--- src/rtl/cross_tx_sender_if.sv ---
// Producer write port and toggle-handshake transmit port of cross_tx_sender.
// master = the sender itself, slave = producer/receiver side.
interface cross_tx_sender_if #(
    parameter int DATA_WIDTH = 32
);
    logic [DATA_WIDTH-1:0] wr_data;
    logic                  wr_valid;
    logic                  wr_ready;
    logic [DATA_WIDTH-1:0] tx_data;
    logic                  tx_valid;
    logic                  tx_ready;

    modport master (
        input  wr_data, wr_valid, tx_ready,
        output wr_ready, tx_data, tx_valid
    );

    modport slave (
        output wr_data, wr_valid, tx_ready,
        input  wr_ready, tx_data, tx_valid
    );
endinterface

--- src/rtl/cross_tx_sender.sv ---
// Transmit front end: FIFO-buffered producer words sent one at a time over a toggle handshake.
// Define CROSS_TX_TIMEOUT_EN to add the acknowledge watchdog, sticky timeout flag and ERROR state.
module cross_tx_sender #(
    parameter int DATA_WIDTH      = 32,
    parameter int FIFO_DEPTH_LOG2 = 3,
    parameter int TIMEOUT_CYCLES  = 1024
) (
    input  logic                     clock,
    input  logic                     reset,
    cross_tx_sender_if.master        bus,
    output logic [FIFO_DEPTH_LOG2:0] level_o,
    output logic                     busy_o,
    output logic [31:0]              sent_count_o,
    output logic                     timeout_o,
    input  logic                     err_clear_i
);
    localparam int DEPTH = 2 ** FIFO_DEPTH_LOG2;

    typedef logic [FIFO_DEPTH_LOG2-1:0] ptr_t;
    typedef logic [FIFO_DEPTH_LOG2:0]   lvl_t;

    typedef enum logic [1:0] {
        IDLE,
        SEND,
        WAIT_ACK
`ifdef CROSS_TX_TIMEOUT_EN
        , ERROR
`endif
    } state_e;

    state_e                state_q, state_d;
    ptr_t                  wr_ptr_q, wr_ptr_d;
    ptr_t                  rd_ptr_q, rd_ptr_d;
    lvl_t                  level_q, level_d;
    logic [31:0]           sent_q, sent_d;
    logic [DATA_WIDTH-1:0] mem_q [DEPTH];
    logic                  not_full;
    logic                  tx_valid;
    logic                  wr_en;
    logic                  pop;

`ifdef CROSS_TX_TIMEOUT_EN
    localparam int CNT_W = $clog2(TIMEOUT_CYCLES);
    logic [CNT_W-1:0] cnt_q, cnt_d;
    logic             timeout_q, timeout_d;
`endif

    // A write is refused whenever the FIFO is full, even if a pop happens in the same cycle.
    assign not_full = (level_q != lvl_t'(DEPTH));
    assign wr_en    = bus.wr_valid & not_full;
    assign pop      = tx_valid & bus.tx_ready;

    // NOTE: every variable written here gets a default first, so no path can infer a latch.
    always_comb begin
        state_d  = state_q;
        tx_valid = 1'b0;
`ifdef CROSS_TX_TIMEOUT_EN
        cnt_d     = cnt_q;
        timeout_d = timeout_q & ~err_clear_i;
`endif
        unique case (state_q)
            IDLE: begin
                // tx_ready=1 here means any transfer left over in the receiver has finished.
                if (level_q != '0 && bus.tx_ready) state_d = SEND;
            end
            SEND: begin
                tx_valid = 1'b1;
                if (bus.tx_ready) begin
                    state_d = WAIT_ACK;
`ifdef CROSS_TX_TIMEOUT_EN
                    cnt_d = '0;
`endif
                end
            end
            WAIT_ACK: begin
                if (bus.tx_ready) begin
                    state_d = IDLE;
                end
`ifdef CROSS_TX_TIMEOUT_EN
                else if (cnt_q == CNT_W'(TIMEOUT_CYCLES - 1)) begin
                    state_d   = ERROR;
                    timeout_d = 1'b1;
                end else begin
                    cnt_d = cnt_q + CNT_W'(1);
                end
`endif
            end
`ifdef CROSS_TX_TIMEOUT_EN
            ERROR: begin
                if (err_clear_i) begin
                    state_d = WAIT_ACK;
                    cnt_d   = '0;
                end
            end
`endif
            default: state_d = IDLE;
        endcase
    end

    always_comb begin
        wr_ptr_d = wr_ptr_q + ptr_t'(wr_en);
        rd_ptr_d = rd_ptr_q + ptr_t'(pop);
        level_d  = level_q + lvl_t'(wr_en) - lvl_t'(pop);
        sent_d   = sent_q + 32'(pop);
    end

    // NOTE: sequential state uses non-blocking assignments so every register sees pre-edge values.
    always_ff @(posedge clock) begin
        if (reset) begin
            state_q  <= IDLE;
            wr_ptr_q <= '0;
            rd_ptr_q <= '0;
            level_q  <= '0;
            sent_q   <= '0;
        end else begin
            state_q  <= state_d;
            wr_ptr_q <= wr_ptr_d;
            rd_ptr_q <= rd_ptr_d;
            level_q  <= level_d;
            sent_q   <= sent_d;
        end
    end

    // NOTE: FIFO storage is not reset; a slot is only visible on tx_data while level_q != 0.
    always_ff @(posedge clock) begin
        if (wr_en) mem_q[wr_ptr_q] <= bus.wr_data;
    end

`ifdef CROSS_TX_TIMEOUT_EN
    always_ff @(posedge clock) begin
        if (reset) begin
            cnt_q     <= '0;
            timeout_q <= 1'b0;
        end else begin
            cnt_q     <= cnt_d;
            timeout_q <= timeout_d;
        end
    end

    assign timeout_o = timeout_q;
`else
    logic unused_cfg;
    assign unused_cfg = err_clear_i ^ (TIMEOUT_CYCLES < 2);
    assign timeout_o  = 1'b0;
`endif

    assign bus.wr_ready = not_full;
    assign bus.tx_valid = tx_valid;
    assign bus.tx_data  = (level_q != '0) ? mem_q[rd_ptr_q] : '0;
    assign level_o      = level_q;
    assign busy_o       = (state_q != IDLE) || (level_q != '0);
    assign sent_count_o = sent_q;
endmodule

--- src/flat_wrapper.sv ---
// flat-port wrapper written by rule: the top's interface ports become plain ports
module cross_tx_sender_flat 
#(
    parameter int DATA_WIDTH      = 32,
    parameter int FIFO_DEPTH_LOG2 = 3,
    parameter int TIMEOUT_CYCLES  = 1024
)
  (clock, reset, level_o, busy_o, sent_count_o, timeout_o, err_clear_i, bus_wr_data, bus_wr_valid, bus_tx_ready, bus_wr_ready, bus_tx_data, bus_tx_valid);
  cross_tx_sender_if #(.DATA_WIDTH(DATA_WIDTH)) bus_i ();
  input  logic clock;
  input  logic reset;
  output logic [FIFO_DEPTH_LOG2:0] level_o;
  output logic busy_o;
  output logic [31:0] sent_count_o;
  output logic timeout_o;
  input  logic err_clear_i;
  input wire logic [$bits(bus_i.wr_data)-1:0] bus_wr_data;
  input wire logic [$bits(bus_i.wr_valid)-1:0] bus_wr_valid;
  input wire logic [$bits(bus_i.tx_ready)-1:0] bus_tx_ready;
  output wire logic [$bits(bus_i.wr_ready)-1:0] bus_wr_ready;
  output wire logic [$bits(bus_i.tx_data)-1:0] bus_tx_data;
  output wire logic [$bits(bus_i.tx_valid)-1:0] bus_tx_valid;
  assign bus_i.wr_data = bus_wr_data;
  assign bus_i.wr_valid = bus_wr_valid;
  assign bus_i.tx_ready = bus_tx_ready;
  assign bus_wr_ready = bus_i.wr_ready;
  assign bus_tx_data = bus_i.tx_data;
  assign bus_tx_valid = bus_i.tx_valid;
  cross_tx_sender #(.DATA_WIDTH(DATA_WIDTH), .FIFO_DEPTH_LOG2(FIFO_DEPTH_LOG2), .TIMEOUT_CYCLES(TIMEOUT_CYCLES)) u_core (.clock(clock), .reset(reset), .bus(bus_i), .level_o(level_o), .busy_o(busy_o), .sent_count_o(sent_count_o), .timeout_o(timeout_o), .err_clear_i(err_clear_i));
endmodule
--- config.mk ---
export PLATFORM = sky130hd
export DESIGN_NAME = cross_tx_sender_flat
export DESIGN_NICKNAME = d
export VERILOG_FILES = /design/src/rtl/cross_tx_sender_if.sv /design/src/rtl/cross_tx_sender.sv /design/src/flat_wrapper.sv
export SDC_FILE = /design/constraint.sdc
export NUM_CORES = 1
export LEC_CHECK = 0
export ABC_AREA = 1
export ABC_CLOCK_PERIOD_IN_PS = 3100
export CAP_MARGIN = 10
export CELL_PAD_IN_SITES_DETAIL_PLACEMENT = 0
export CELL_PAD_IN_SITES_GLOBAL_PLACEMENT = 2
export CORE_UTILIZATION = 39
export CTS_CLUSTER_SIZE = 12
export DETAILED_ROUTE_END_ITERATION = 8
export PLACE_DENSITY_LB_ADDON = 0.1
export SLEW_MARGIN = 40
export SYNTH_ARGS = -nofsm -noshare
export SYNTH_HDL_FRONTEND = slang
export SYNTH_SLANG_ARGS = --single-unit
--- constraint.sdc ---
create_clock -name clock -period 3.1 [get_ports clock]
set_input_delay 0.465 -clock clock [delete_from_list [all_inputs] [get_ports clock]]
set_output_delay 0.465 -clock clock [all_outputs]
set_load 0.05 [all_outputs]
=== Yosys cells after proc, flatten, opt, wreduce, memory -nomap -nowiden ===
Memory sizes are Yosys's and may differ from the RTL's. A register that Yosys moved wholly into a read port is not among the register bits.
Index checks and enable logic that the tools add are counted.

* Muxes and demuxes: 9
* Add/subtract/negate cells: 5
* Eq/ne operators: 6
* Reduce and logical (&&, ||, !) cells: 6
* Bitwise logic cells: 2

{| class="wikitable"
|+ Operators by type and width
! kind !! count
|-
| $add A32 B1 Y32 || 1
|-
| $mux W32 || 1
|-
| $add A3 B1 Y3 || 2
|-
| $mux W2 || 3
|-
| $pmux W2 S3 || 1
|-
| $add A4 B1 Y4 || 1
|-
| $ne A2 B2 Y1 const B || 2
|-
| $ne A4 B4 Y1 const B || 1
|-
| $reduce_bool A4 Y1 || 1
|-
| $sub A4 B1 Y4 || 1
|-
| $mux W1 || 3
|-
| $mux W3 || 1
|-
| $reduce_and A3 Y1 || 1
|-
| $and A1 B1 Y1 || 2
|-
| $eq A2 B1 Y1 const B || 1
|-
| $eq A2 B2 Y1 const B || 1
|-
| $logic_not A2 Y1 || 1
|-
| $ne A2 B1 Y1 const B || 1
|-
| $reduce_bool A2 Y1 || 1
|-
| $logic_and A1 B1 Y1 || 1
|-
| $logic_or A1 B1 Y1 || 1
|}

* Memories kept: 1
* Word-level logic and storage cells: 34
* Output and inout port bits: 72
* Register bits after elaboration: 44
* RAM bits: 256
* Input bits: 37

{| class="wikitable"
|+ Memory list
! name !! depth !! bits a word !! read ports !! clocked after memory_dff !! write ports !! RTL line !! source
|-
| u_core.mem_q || 8 || 32 || 1 || 1 || 1 || cross_tx_sender.sv:36 || <nowiki>logic [DATA_WIDTH-1:0] mem_q [DEPTH];</nowiki>
|}

=== Longest topological paths before layout ===
* Word-level depth: 5
* Gate-level depth with buffers: 13
* Mapped depth without buffers: 13

=== Worst setup path after synthesis ===
Ideal clock, no wire load.

* Kind: register -> register
* Start: register u_core.level_q[2] (netlist: u_core.level_o[2])
* End: memory u_core.mem_q[0][0], enable pin
* Required time: 2.679 ns
* Library setup time: 0.421 ns
* Clock period less this slack: 3.520 ns
* Path slack: -0.420 ns
* Buffers on the path: 0
* Cell stages (with the launch flop): 7
* Data arrival time: 3.099 ns
* Path through: dfxtp_1 -> inv_1 -> ha_1 -> nand3_1 -> and2_1 -> nand2_1 -> nor2_1

* Longest elaborated chain between the ends: 4

{| class="wikitable"
|+ RTL lines
! item !! RTL line !! source
|-
| from (decl) || cross_tx_sender.sv:34 || <nowiki>lvl_t level_q, level_d;</nowiki>
|-
| from (signal assigned) || cross_tx_sender.sv:119 || <nowiki>level_q <= level_d;</nowiki>
|-
| $ne A4 B4 Y1 || cross_tx_sender.sv:49 || <nowiki>assign not_full = (level_q != lvl_t'(DEPTH));</nowiki>
|-
| via bus_wr_ready || flat_wrapper.sv:20 || <nowiki>output wire logic [$bits(bus_i.wr_ready)-1:0] bus_wr_ready;</nowiki>
|-
| $and A1 B1 Y1 || cross_tx_sender.sv:50 || <nowiki>assign wr_en = bus.wr_valid & not_full;</nowiki>
|-
| $mux W1 || cross_tx_sender.sv:126 || <nowiki>if (wr_en) mem_q[wr_ptr_q] <= bus.wr_data;</nowiki>
|-
| $mux W1 (implied by the code) || cross_tx_sender.sv:126 ||
|-
| to (decl) || cross_tx_sender.sv:36 ||
|}

The timed path passes the listed nets, and every way through them passes these cells.

==> flow_metrics.env <==
export IMPL_synth_most_common_cell="nor2_1"
export IMPL_regToRegSetupSlack_ns=0.92
export IMPL_synth_top_area_share=0.623
export IMPL_dp_final_hpwl_um=15900
export IMPL_pre_cts_ws_ns=0.474
export IMPL_rsz0062_at_grt="false"
export IMPL_htreeDepth=1
export IMPL_leakage_nw=5.10
export IMPL_diodes=0
export IMPL_viasPerCell=4.96
export IMPL_pwr_density_cell_mw_per_mm2=763
export IMPL_multiInputGateArea_mm2=0.00333
export IMPL_vias=7998
export IMPL_cp_end_kind="primary output"
export IMPL_final_period_utilization=0.940
export IMPL_min_path_type="flop to flop"
export IMPL_antenna_found_initial=1
export IMPL_synthArstFlopShare=0
export IMPL_postCtsSetupBuffers=0
export IMPL_register_area_mm2=0.00858
export IMPL_grt_pass1_vias=7828
export IMPL_fin_worst_skew_ns=0.0141
export IMPL_cts_tree="done"
export IMPL_nNetsFinal=1242
export IMPL_drv_cap=0
export IMPL_routed_wl_um=28800
export IMPL_crit_fanout=23
export IMPL_postRouteAntennaNets=0
export IMPL_fillCellCount=2686
export IMPL_setup_viol=0
export IMPL_cts_path_max_buffers=3
export IMPL_first_pass_iters=7
export IMPL_fmax_mhz=343
export IMPL_vdd_drop_max_uv=544
export IMPL_synth_nets=1132
export IMPL_worst_slew_pin_slew_ns=0.543
export IMPL_tns_ns=0
export IMPL_outcome="complete, but fails checks"
export IMPL_fin_cells=1611
export IMPL_synth_area_mm2=0.0123
export IMPL_fp_dieH_um=180
export IMPL_wl_per_cell_um=17.9
export IMPL_cp_start_kind="flop"
export IMPL_synth_edf_count=256
export IMPL_num_rows=64
export IMPL_yosysWarnings=0
export IMPL_synth_area_leaders="edfxtp_1 (62%), nor2_1 (8.2%), dfxtp_1 (7.1%)"
export IMPL_drtIter0Drc=458
export IMPL_slew_viol_final=0
export IMPL_dp_cells=1556
export IMPL_initial_utilization=0.400
export IMPL_area_growth_syn_to_layout_pct=23.5
export IMPL_ioPinCount=109
export IMPL_synth_cell_types=32
export IMPL_critPathRequiredTime_ns=2.63
export IMPL_root_buffer="clkbuf_16"
export IMPL_post_dp_cell_area_mm2=0.0143
export IMPL_die_area_mm2=0.0324
export IMPL_port_buffers=106
export IMPL_clkSlewWorstSetupHoldPaths_ns=0.06
export IMPL_synth_seq_cells=300
export IMPL_synthTopCellsByCount="nor2_1 (269), edfxtp_1 (256), o21ai_0 (156), nand2_1 (85), inv_1 (57)"
export IMPL_grt_pass1_wl_um=44100
export IMPL_netlist_instances=1084
export IMPL_ys_flop_type="edfxtp_1"
export IMPL_worst_ep_arrival_time_ns=2.45
export IMPL_grt_max_degree=130
export IMPL_final_hold_viol_count=0
export IMPL_violations="design-rule violations"
export IMPL_clkLatencyLatePin_ns=0.54
export IMPL_clock_sinks=300
export IMPL_dieWidth_um=180
export IMPL_drt_drc_violations_left=4
export IMPL_grtUsageTotal=0.176
export IMPL_syn_area_per_cell_um2=11.4
export IMPL_finalInstanceArea_mm2=0.0152
export IMPL_setup_ws_ns=0.186
export IMPL_critical_path_class="flop to primary output"
export IMPL_postCtsHoldBufs=0
export IMPL_relSlewSlack=0.638
export IMPL_synth_top_area_cell="edfxtp_1"
export IMPL_numCtsBuffers=31
export IMPL_grt_overflow=0
export IMPL_final_layout_size_suffix_gt1_frac=0.0914
export IMPL_yosysSeqAreaShare=0.694
export IMPL_gp_routability_congestion=0.733
export IMPL_coreArea_mm2=0.0308
export IMPL_finalCriticalPeriod_ns=2.91
## final cells by class
cell class                      count  share of cell area
Multi-Input combinational cell    671               0.219
Tap cell                          396              0.0325
Clock buffer                       48              0.0564
Timing Repair Buffer              131               0.111
Inverter                           59              0.0145
Sequential cell                   300               0.563
Clock inverter                      6             0.00378
## what timing repair did
| item | CTS | global route |
|---|---|---|
| gates resized for setup | 0 | 1 |
| endpoints found under the setup margin | 0 | 1 |
| hold endpoints to repair | 0 | 0 |
## routing by layer
| layer | track usage | vias to the layer above | share of wire |
|---|---|---|---|
| met5 | 0 | - | 0 |
| li1 | - | 3999 | - |
| met4 | 0.0376 | 0 | 0.011 |
| met3 | 0.0306 | 25 | 0.046 |
| met2 | 0.296 | 130 | 0.47 |
| met1 | 0.238 | 3844 | 0.47 |
## stage by stage
stage,power (mW),hold slack [ns],util
after CTS,11.8,0.491,0.493
after global placement,8.34,0.485,0.463
after global routing,12.1,0.540,0.494
after floorplan,6.67,0.461,-
final,11.6,0.493,0.494
after detailed placement,8.35,0.481,0.463
## state kept, by name, summed over array words and instances, names as in the netlist
signal / count
u_core.mem_q: 256
u_core.sent_count_o: 32
u_core.level_o: 4
u_core.rd_ptr_q: 3
u_core.wr_ptr_q: 3
u_core.state_q: 2
## cells by family (layout without fill, tap and decap cells)
kind of cell             Yosys count  count (layout)  share of synthesized area
AO/OA/AOI/OAI                    223             223                     0.0943
XOR/XNOR                           9               9                    0.00639
adder cells (fa/ha/maj)           11              11                     0.0118
buffers and inverters            113             244                     0.0403
flip-flops                       300             300                      0.694
multiplexers                      32              32                     0.0260
other                              1               1                   0.000304
AND/OR/NAND/NOR                  395             395                      0.127
## power by group
group / switching [mW] / total (mW) / internal (mW) / leakage, nW
combinational: 2.16 / 3.54 / 1.38 / 1.99
clock: 1.41 / 3.38 / 1.97 / 0.437
sequential: 0.0705 / 4.71 / 4.64 / 2.68
## worst max-delay path: stages (launching register included)
cell and delay, ns:
dfxtp_4 0.38, inv_2 0.38, buf_4 0.34, nor2_1 0.06, o21ai_0 0.16, o21ai_0 0.09, nor2_1 0.29, buf_12 0.18
## worst paths after layout
kind | start | end | cells after the start
worst min register to register | u_core.state_q[1] | u_core.state_q[1] | 2
worst min-delay path | u_core.state_q[1] | u_core.state_q[1] | 2
worst max-delay path | u_core.rd_ptr_q[0] | bus_tx_data[23] | 7
worst max register to register | u_core.level_o[2] | u_core.mem_q[4][14] | 7
## placed cells by master (no fill, tap or decap), types with 10 or more instances in the layout
cell and n:
a21oi_1 20, buf_12 39, buf_4 17, clkbuf_1 15, clkbuf_16 32, clkdlybuf4s50_1 73, dfxtp_1 41, edfxtp_1 256
ha_1 10, inv_1 57, mux2i_1 32, nand2_1 85, nand3_1 19, nor2_1 261, o21ai_0 156, o21ai_1 12
o22ai_1 32
(Power assumes the default switching activity.)
